File: config.mk
export PLATFORM = sky130hd
export DESIGN_NAME = riscboy_ppu_dispctrl_seq
export DESIGN_NICKNAME = d
export VERILOG_FILES = /design/src/rtl/dispctrl_seq_pkg.sv /design/src/rtl/dispctrl_seq_idle_wait.sv /design/src/rtl/riscboy_ppu_dispctrl_seq.sv
export SDC_FILE = /design/constraint.sdc
export NUM_CORES = 1
export LEC_CHECK = 0
export BUFFER_PORTS_ARGS = -buffer_cell sky130_fd_sc_hd__buf_2
export CORE_UTILIZATION = 59
export DETAILED_ROUTE_END_ITERATION = 7
export GPL_TIMING_DRIVEN = 0
export PLACE_DENSITY = 0.85
export SKIP_LAST_GASP = 1
export SLEW_MARGIN = 25
export SYNTH_ARGS = -nofsm -noshare
export SYNTH_HDL_FRONTEND = slang
export SYNTH_SLANG_ARGS = --single-unit
File: constraint.sdc
create_clock -name clk_sys -period 5.8 [get_ports clk_sys]
set_input_delay 0.58 -clock clk_sys [delete_from_list [all_inputs] [get_ports clk_sys]]
set_output_delay 0.58 -clock clk_sys [all_outputs]
set_load 0.05 [all_outputs]
File: src/rtl/dispctrl_seq_pkg.sv
// Shared definitions for the dispctrl frame-update sequencer: state encoding,
// LCD opcodes and the window-setup command ROM.
package dispctrl_seq_pkg;

  typedef enum logic [2:0] {
    ST_IDLE,
    ST_CMD,
    ST_SETTLE,
    ST_SCAN,
    ST_DRAIN
  } seq_state_t;

  localparam logic [7:0] LCD_CASET = 8'h2a;
  localparam logic [7:0] LCD_RASET = 8'h2b;
  localparam logic [7:0] LCD_RAMWR = 8'h2c;

  localparam int         N_CMD_STEPS = 11;
  localparam logic [3:0] LAST_STEP   = 4'(N_CMD_STEPS - 1);

  // Opcode steps go out with DC low; coordinate bytes with DC high.
  function automatic logic cmd_dc(input logic [3:0] step);
    case (step)
      4'd0, 4'd5, 4'd10: cmd_dc = 1'b0;
      default:           cmd_dc = 1'b1;
    endcase
  endfunction

  function automatic logic [7:0] cmd_byte(
    input logic [3:0]  step,
    input logic [15:0] x0,
    input logic [15:0] x1,
    input logic [15:0] y0,
    input logic [15:0] y1
  );
    case (step)
      4'd0:    cmd_byte = LCD_CASET;
      4'd1:    cmd_byte = x0[15:8];
      4'd2:    cmd_byte = x0[7:0];
      4'd3:    cmd_byte = x1[15:8];
      4'd4:    cmd_byte = x1[7:0];
      4'd5:    cmd_byte = LCD_RASET;
      4'd6:    cmd_byte = y0[15:8];
      4'd7:    cmd_byte = y0[7:0];
      4'd8:    cmd_byte = y1[15:8];
      4'd9:    cmd_byte = y1[7:0];
      default: cmd_byte = LCD_RAMWR;
    endcase
  endfunction

endpackage

File: src/rtl/dispctrl_seq_idle_wait.sv
// Guard timer plus tx_busy qualifier: idle_ok once SYNC_GUARD cycles have
// elapsed since arm and the synced shifter-busy flag is low.
module dispctrl_seq_idle_wait #(
  parameter int SYNC_GUARD = 4
) (
  input  logic clk_sys,
  input  logic rst_sys,
  input  logic arm,
  input  logic tx_busy,
  output logic idle_ok
);

  localparam int W_CNT = (SYNC_GUARD > 0) ? $clog2(SYNC_GUARD + 1) : 1;

  logic [W_CNT-1:0] cnt;

  always_ff @(posedge clk_sys) begin
    if (rst_sys)
      cnt <= '0;
    else if (arm)
      cnt <= W_CNT'(SYNC_GUARD);
    else if (cnt != '0)
      cnt <= cnt - W_CNT'(1);
  end

  // tx_busy is only meaningful once FIFO-empty and busy syncs have caught up.
  assign idle_ok = (cnt == '0) && !tx_busy;

endmodule

File: src/rtl/riscboy_ppu_dispctrl_seq.sv
// Frame-update sequencer: pushes LCD window setup commands, runs scan-out for
// a programmed number of scanbufs, drains, and hands LCD control back to CSRs.
module riscboy_ppu_dispctrl_seq
  import dispctrl_seq_pkg::*;
#(
  parameter int W_COORD    = 9,
  parameter int W_NBUF     = 9,
  parameter int SYNC_GUARD = 4
) (
  input  logic               clk_sys,
  input  logic               rst_sys,
  input  logic               start,
  input  logic               abort,
  input  logic [W_COORD-1:0] win_x0,
  input  logic [W_COORD-1:0] win_x1,
  input  logic [W_COORD-1:0] win_y0,
  input  logic [W_COORD-1:0] win_y1,
  input  logic [W_NBUF-1:0]  frame_bufs,
  output logic               busy,
  output logic               done,
  output logic               aborted,
  input  logic               sw_scan_en,
  input  logic               sw_lcd_cs,
  input  logic               sw_lcd_dc,
  input  logic               sw_shiftcnt,
  output logic               scan_en,
  output logic               lcd_cs,
  output logic               lcd_dc,
  output logic               lcd_shiftcnt,
  output logic [15:0]        pxfifo_wdata,
  output logic               pxfifo_wen,
  input  logic               pxfifo_full,
  input  logic               tx_busy,
  input  logic               scanout_buf_release
);

  seq_state_t state, state_nxt;

  logic [W_COORD-1:0] x0_r, x1_r, y0_r, y1_r;
  logic [W_NBUF-1:0]  nbuf_r, rel_cnt;
  logic [W_NBUF:0]    rel_next;
  logic [3:0]         step;
  logic               dc_r, next_dc, to_scan, shift_r;
  logic               push, arm, idle_ok, accept, last_rel, step_dc_flip;
  logic [7:0]         cur_byte;

  assign accept       = (state == ST_IDLE) && start && !abort;
  assign cur_byte     = cmd_byte(step, 16'(x0_r), 16'(x1_r), 16'(y0_r), 16'(y1_r));
  assign step_dc_flip = cmd_dc(step + 4'd1) != dc_r;
  assign rel_next     = {1'b0, rel_cnt} + (W_NBUF+1)'(1);
  assign last_rel     = rel_next == {1'b0, nbuf_r};

  always_ff @(posedge clk_sys) begin
    if (rst_sys)
      state <= ST_IDLE;
    else
      state <= state_nxt;
  end

  always_comb begin
    state_nxt = state;
    push      = 1'b0;
    unique case (state)
      ST_IDLE:   if (accept) state_nxt = ST_CMD;
      ST_CMD: begin
        // abort wins over a push presented in the same cycle
        if (abort)
          state_nxt = ST_DRAIN;
        else if (!pxfifo_full) begin
          push = 1'b1;
          if (step == LAST_STEP || step_dc_flip)
            state_nxt = ST_SETTLE;
        end
      end
      ST_SETTLE: begin
        if (abort)
          state_nxt = ST_DRAIN;
        else if (idle_ok)
          state_nxt = !to_scan ? ST_CMD : (nbuf_r == '0 ? ST_DRAIN : ST_SCAN);
      end
      ST_SCAN: begin
        if (abort || (scanout_buf_release && last_rel))
          state_nxt = ST_DRAIN;
      end
      ST_DRAIN:  if (idle_ok) state_nxt = ST_IDLE;
      default:   state_nxt = ST_IDLE;
    endcase
  end

  // Restart the guard on every entry into a waiting state.
  assign arm = (state_nxt != state) && (state_nxt == ST_SETTLE || state_nxt == ST_DRAIN);

  dispctrl_seq_idle_wait #(.SYNC_GUARD(SYNC_GUARD)) u_idle_wait (
    .clk_sys (clk_sys),
    .rst_sys (rst_sys),
    .arm     (arm),
    .tx_busy (tx_busy),
    .idle_ok (idle_ok)
  );

  always_ff @(posedge clk_sys) begin
    if (rst_sys) begin
      x0_r    <= '0;
      x1_r    <= '0;
      y0_r    <= '0;
      y1_r    <= '0;
      nbuf_r  <= '0;
      rel_cnt <= '0;
      step    <= '0;
      dc_r    <= 1'b0;
      next_dc <= 1'b0;
      to_scan <= 1'b0;
      shift_r <= 1'b0;
      aborted <= 1'b0;
      done    <= 1'b0;
    end else begin
      done <= (state == ST_DRAIN) && idle_ok;
      case (state)
        ST_IDLE: if (accept) begin
          x0_r    <= win_x0;
          x1_r    <= win_x1;
          y0_r    <= win_y0;
          y1_r    <= win_y1;
          nbuf_r  <= frame_bufs;
          rel_cnt <= '0;
          step    <= '0;
          dc_r    <= 1'b0;
          to_scan <= 1'b0;
          shift_r <= 1'b0;
          aborted <= 1'b0;
        end
        ST_CMD: begin
          if (abort)
            aborted <= 1'b1;
          else if (push) begin
            if (step == LAST_STEP) begin
              next_dc <= 1'b1;
              to_scan <= 1'b1;
            end else if (step_dc_flip)
              next_dc <= cmd_dc(step + 4'd1);
            else
              step <= step + 4'd1;
          end
        end
        ST_SETTLE: begin
          if (abort)
            aborted <= 1'b1;
          else if (idle_ok) begin
            // DC only moves here, after the shifter has gone quiet.
            dc_r <= next_dc;
            if (!to_scan)
              step <= step + 4'd1;
            else if (nbuf_r != '0)
              shift_r <= 1'b1;
          end
        end
        ST_SCAN: begin
          if (abort)
            aborted <= 1'b1;
          else if (scanout_buf_release)
            rel_cnt <= rel_next[W_NBUF-1:0];
        end
        ST_DRAIN: if (abort) aborted <= 1'b1;
        default: ;
      endcase
    end
  end

  assign busy         = state != ST_IDLE;
  assign lcd_cs       = busy ? 1'b0 : sw_lcd_cs;
  assign lcd_dc       = busy ? dc_r : sw_lcd_dc;
  assign lcd_shiftcnt = busy ? shift_r : sw_shiftcnt;
  assign scan_en      = busy ? (state == ST_SCAN) : sw_scan_en;
  assign pxfifo_wen   = push;
  assign pxfifo_wdata = {cur_byte, 8'h00};

endmodule

Word-level counts from Yosys, hierarchy flattened
Index checks and enable logic that the tools add are counted.
{"block": "totals", "input_bits": 56, "ramBits": 0, "latchBits": 0, "word_cells": 144, "n_memories": 0, "out_inout_bits": 24, "rom_bits": 0, "regBits": 70}
{"block": "classes", "bitwise": 1, "n_shift": 0, "n_addsub": 3, "n_eq_ne": 35, "n_reduce_logical": 37, "n_mux": 52, "order_cmp": 0, "div": 0, "n_mul": 0}
{"operator": "$pmux 8 s10", "n": 1}
{"operator": "$mux 3", "n": 12}
{"operator": "$mux 4", "n": 8}
{"operator": "$mux 9", "n": 3}
{"operator": "$ne 2x2->1 const B", "n": 13}
{"operator": "$mux 1", "n": 21}
{"operator": "$eq 4x3->1 const B", "n": 5}
{"operator": "$pmux 9 s2", "n": 1}
{"operator": "$eq 4x4->1 const B", "n": 4}
{"operator": "$pmux 3 s5", "n": 1}
{"operator": "$pmux 4 s3", "n": 1}
{"operator": "$reduce_and 4->1", "n": 3}
{"operator": "$reduce_bool 2->1", "n": 6}
{"operator": "$add 9x1->10 const B", "n": 1}
{"operator": "$eq 10x9->1", "n": 1}
{"operator": "$eq 3x2->1 const B", "n": 3}
{"operator": "$logic_not 9->1", "n": 1}
{"operator": "$reduce_and 9->1", "n": 1}
{"operator": "$reduce_bool 3->1", "n": 3}
{"operator": "$reduce_bool 9->1", "n": 1}
{"operator": "$eq 4x2->1 const B", "n": 2}
{"operator": "$logic_not 4->1", "n": 2}
{"operator": "$pmux 1 s2", "n": 4}
{"operator": "$eq 3x3->1 const B", "n": 2}
{"operator": "19 further kinds", "n": 28}

Depth between registers and ports, before layout
{"block": "depth", "depth_word": 14, "depth_mapped": 10}

Modules after synthesis
A second synthesis with hierarchy kept.
{"block": "hier_totals", "hier_cells": 514, "hier_area_um2": 3951.3}
{"module": "riscboy_ppu_dispctrl_seq", "cells_per_inst": 496, "n_inst": 1, "area_per_inst_um2": 3778.6}
{"module": "dispctrl_seq_idle_wait", "cells_per_inst": 18, "n_inst": 1, "area_per_inst_um2": 172.7}

Worst setup path after synthesis
No wires, ideal clock.
{"block": "synth_timing", "path_type": "register to output", "from": "register step[0]", "to": "output pxfifo_wdata[9]", "arrival_ns": 2.284, "slack_ns": 2.936, "path_buffers": 1, "t_required_ns": 5.220, "path_stages_with_launch": 6, "cell_sequence": "dfxtp_1 inv_1 ha_1 clkbuf_1 a221oi_1 o31ai_1"}
{"block": "synth_between", "elab_chain_cells": 2, "word_cells_on_any_way": 11, "cone_classes": "eq/ne: 9; mux: 1; reduce/logical: 1"}
{"item": "start: declaration", "line": "riscboy_ppu_dispctrl_seq.sv:42", "rtl": "logic [3:0] step;"}
{"item": "start signal: assignment", "line": "riscboy_ppu_dispctrl_seq.sv:142", "rtl": "step <= step + 4'd1;"}
{"item": "start signal: assignment", "line": "riscboy_ppu_dispctrl_seq.sv:152", "rtl": "step <= step + 4'd1;"}
{"item": "$eq 4x4->1, or another cell as far along", "line": "dispctrl_seq_pkg.sv:35", "rtl": "case (step)"}
{"item": "$pmux 8 s10 *", "line": "dispctrl_seq_pkg.sv:35"}
{"item": "end: declaration", "line": "riscboy_ppu_dispctrl_seq.sv:30", "rtl": "output logic [15:0] pxfifo_wdata,"}
Mark *: on every way between the ends. The rest lies on a longest branch, timed or not.

Worst setup path in the final report
{"block": "layout_timing", "from": "register step[0]", "to": "output pxfifo_wdata[11]"}
The elaborated chain is that of the path after synthesis.

==> flow_summary.ini <==
[status]
status = complete, no violations

[place]
dpl.hpwl_mm = 7.66
pre_cts_ws_ns = 3.02
dp.cells = 674
place.gp.congestion = 0.875
portBuffers = 70

[cells_and_area]
drive_above_1_share_pct = 16.7
post-route-util_pct = 74.0
multiInputGateArea_sq_um = 2210
final_cell_mix = nand2_1, buf_2, dfxtp_1
seqCellArea_sq_um = 1400
area_growth_pct = 18.2
fin_nets = 676
final_cells = 690
diodes = 0
layout_commonest_cell = nand2_1
fillers = 489

[grt]
grt_pass1_wl_mm = 16.2
grt_most_used_layer = met2
met2_usage_pct = 51.6
grt_usage_pct = 31.7
grt_pass1_vias = 3575
antenna_found_initial = 0
met1_usage_pct = 41.3
grt_max_degree = 13
grt_use_met3_pct = 6.15
grt-ovfl-total = 0

[routing]
wl_mm = 10.4
num_vias = 4070
dr.pass1.iters = 6
avgViaCountPerCell = 5.90
ant_nets = 0
drc_errors = 0
drt_iter0_drc = 312
wl_per_cell_microns = 15.1

[sta]
slew_violations = 0
fin_crit_ns = 3.02
max_clock_freq_mhz = 331
setup_viol = 0
finalClockSkew_ns = 0.00656
final_hold_viol_count = 0
slew_headroom_pct = 46.5
rsz0062_at_grt = no
final.setup.worst_slack_ns = 2.78
tns_ns = 0
worst_pin_slew_ns = 0.796
period_share_pct = 52.0

[clock_tree]
cts.repair.resized = 0
clockBufferDepth = 2
clkTransAtPathRegs_ns = 0.08
cts.htree.levels = 3
clock_latency_ns = 0.35
cts_root_buf = clkbuf_8
tritoncts = yes
post_cts_buffers = 0
cts-buffers-inserted = 9
cts.sinks = 70
cts_hold_buffers = 0

[power_and_ir_drop]
p_leak_nw = 1.84
p_per_area_nw_per_um2 = 266
p_int_mw = 0.843
pwr-share-clk_pct = 37.2
peakVddDrop_mv = 0.205
power_mw = 1.20
p_comb_share_pct = 19.1
p_sw_mw = 0.355
pwr-share-seq_pct = 43.8
p_sw_share_pct = 29.6

[floorplan]
die_w_microns = 82.5
core-area_sq_um = 6100
die_area_sq_um = 6800
io_pins = 80
die_h_microns = 82.5
placementRows = 28
start_util_pct = 62.6

[setup_path]
worst-path-buf-inv = 3
max_stage_delay_ns = 0.47
worstSetupEndpointType = primary output
cp.required_ns = 5.22
crit_arrival_ns = 2.44
worstSetupPathType = flip-flop to primary output
start_kind = flip-flop
path_cells = inv_1 > ha_1 > clkbuf_1 > nor3b_1 > a22oi_1 > nand3_1 > buf_2
crit_family = buffers and inverters
crit_slowest_cell = nor3b_1
cp_max_fo = 8

[logic_synthesis]
ys_async_sr_fraction_pct = 0
synth_seq_cells = 70
synth-main-ff-cell = dfxtp_1
ys_warn_count = 0
synth_top_area_cell = dfxtp_1
yosys.area.top_type_share_pct = 36.7
synth_cell_types = 54
synth.avg_cell_area_sq_um = 7.32
synth_cells = 522
synth_edf_count = 0
synth-seq-area-share_pct = 36.7
synth_area_sq_um = 3820
synth_area_leaders = dfxtp_1, nand2_1, a21oi_1

[job]
max_cap_violations = 0

[worst_hold_path]
hold_path_class = primary input to flip-flop
[worst min-delay path: stages]
cell	delay (ns)
buf_2	0.09
nand2_1	0.04
a21oi_1	0.05
[area by class of cell]
| class | instances | area share (%) |
|---|---|---|
| Multi-Input combinational cell | 406 | 48.9 |
| Sequential cell | 70 | 31.1 |
| Timing Repair Buffer | 70 | 7.76 |
| Buffer | 43 | 4.38 |
| Clock buffer | 10 | 3.05 |
| Tap cell | 75 | 2.08 |
| Clock inverter | 6 | 1.89 |
| Inverter | 10 | 0.832 |
[worst paths after layout]
check | slack [ns] | cells after the start | start | to
max | 2.78 | 7 | step[0] | pxfifo_wdata[11]
min | 0.46 | 3 | win_y1[6] | y1_r[6]
max reg2reg | 2.97 | 10 | step[1] | u_idle_wait.cnt[2]
min reg2reg | 0.46 | 2 | y1_r[6] | y1_r[6]
[power by group through the flow]
stage | Combinational (mW) | Sequential [mW] | Clock (mW)
CTS | 0.226 | 0.524 | 0.444
detailed placement | 0.224 | 0.535 | 0
global placement | 0.215 | 0.534 | 0
finish | 0.228 | 0.524 | 0.446
global route | 0.255 | 0.527 | 0.462
floorplan | 0.165 | 0.532 | 0
[per-stage QoR]
step           hold WS, ns  cell area, sq um
3_5_place_dp         0.449              4290
5_1_grt              0.464              4510
3_3_place_gp         0.442              4290
2_1_floorplan        0.436              3840
6_report             0.457              4510
4_1_cts              0.460              4510
[cells in the mapped netlist (5+ instances only)]
| cell | count |
|---|---|
| a21oi_1 | 68 |
| a22o_1 | 5 |
| a31oi_1 | 6 |
| buf_4 | 9 |
| clkbuf_1 | 29 |
| dfxtp_1 | 70 |
| ha_1 | 10 |
| inv_1 | 10 |
| nand2_1 | 128 |
| nand2b_1 | 6 |
| nand3_1 | 15 |
| nand3b_1 | 6 |
| nand4_1 | 5 |
| nor2_1 | 33 |
| nor3_1 | 14 |
| o21ai_0 | 14 |
| o31ai_1 | 5 |
| xnor2_1 | 8 |
[registers in the layout, indices dropped and copies added, names as in the netlist, 3 cells and up]
register,cells
nbuf_r,9
rel_cnt,9
state,3
step,4
u_idle_wait.cnt,3
x0_r,9
x1_r,9
y0_r,9
y1_r,9
[layer usage]
layer	wire (microns)	part of all wire [%]
met1	4440	43
met2	4820	46
met3	935	9.0
met4	241	2.3
met5	0	0
[kinds of logic (layout without fill, tap and decap cells)]
logic type                 Yosys count  after routing  synth area share [%]
buffers and inverters               53            139                  6.16
and+or+nand+nor                    235            235                  27.8
other                                1              8                0.0982
DFF                                 70             70                  36.7
AOI/OAI and AO/OA                  134            134                  21.3
adders and majority gates           10             10                  3.28
muxes                                7              7                  1.93
xor gates and xnor gates            12             12                  2.75
No activity file was read; power rests on OpenSTA's default activity.
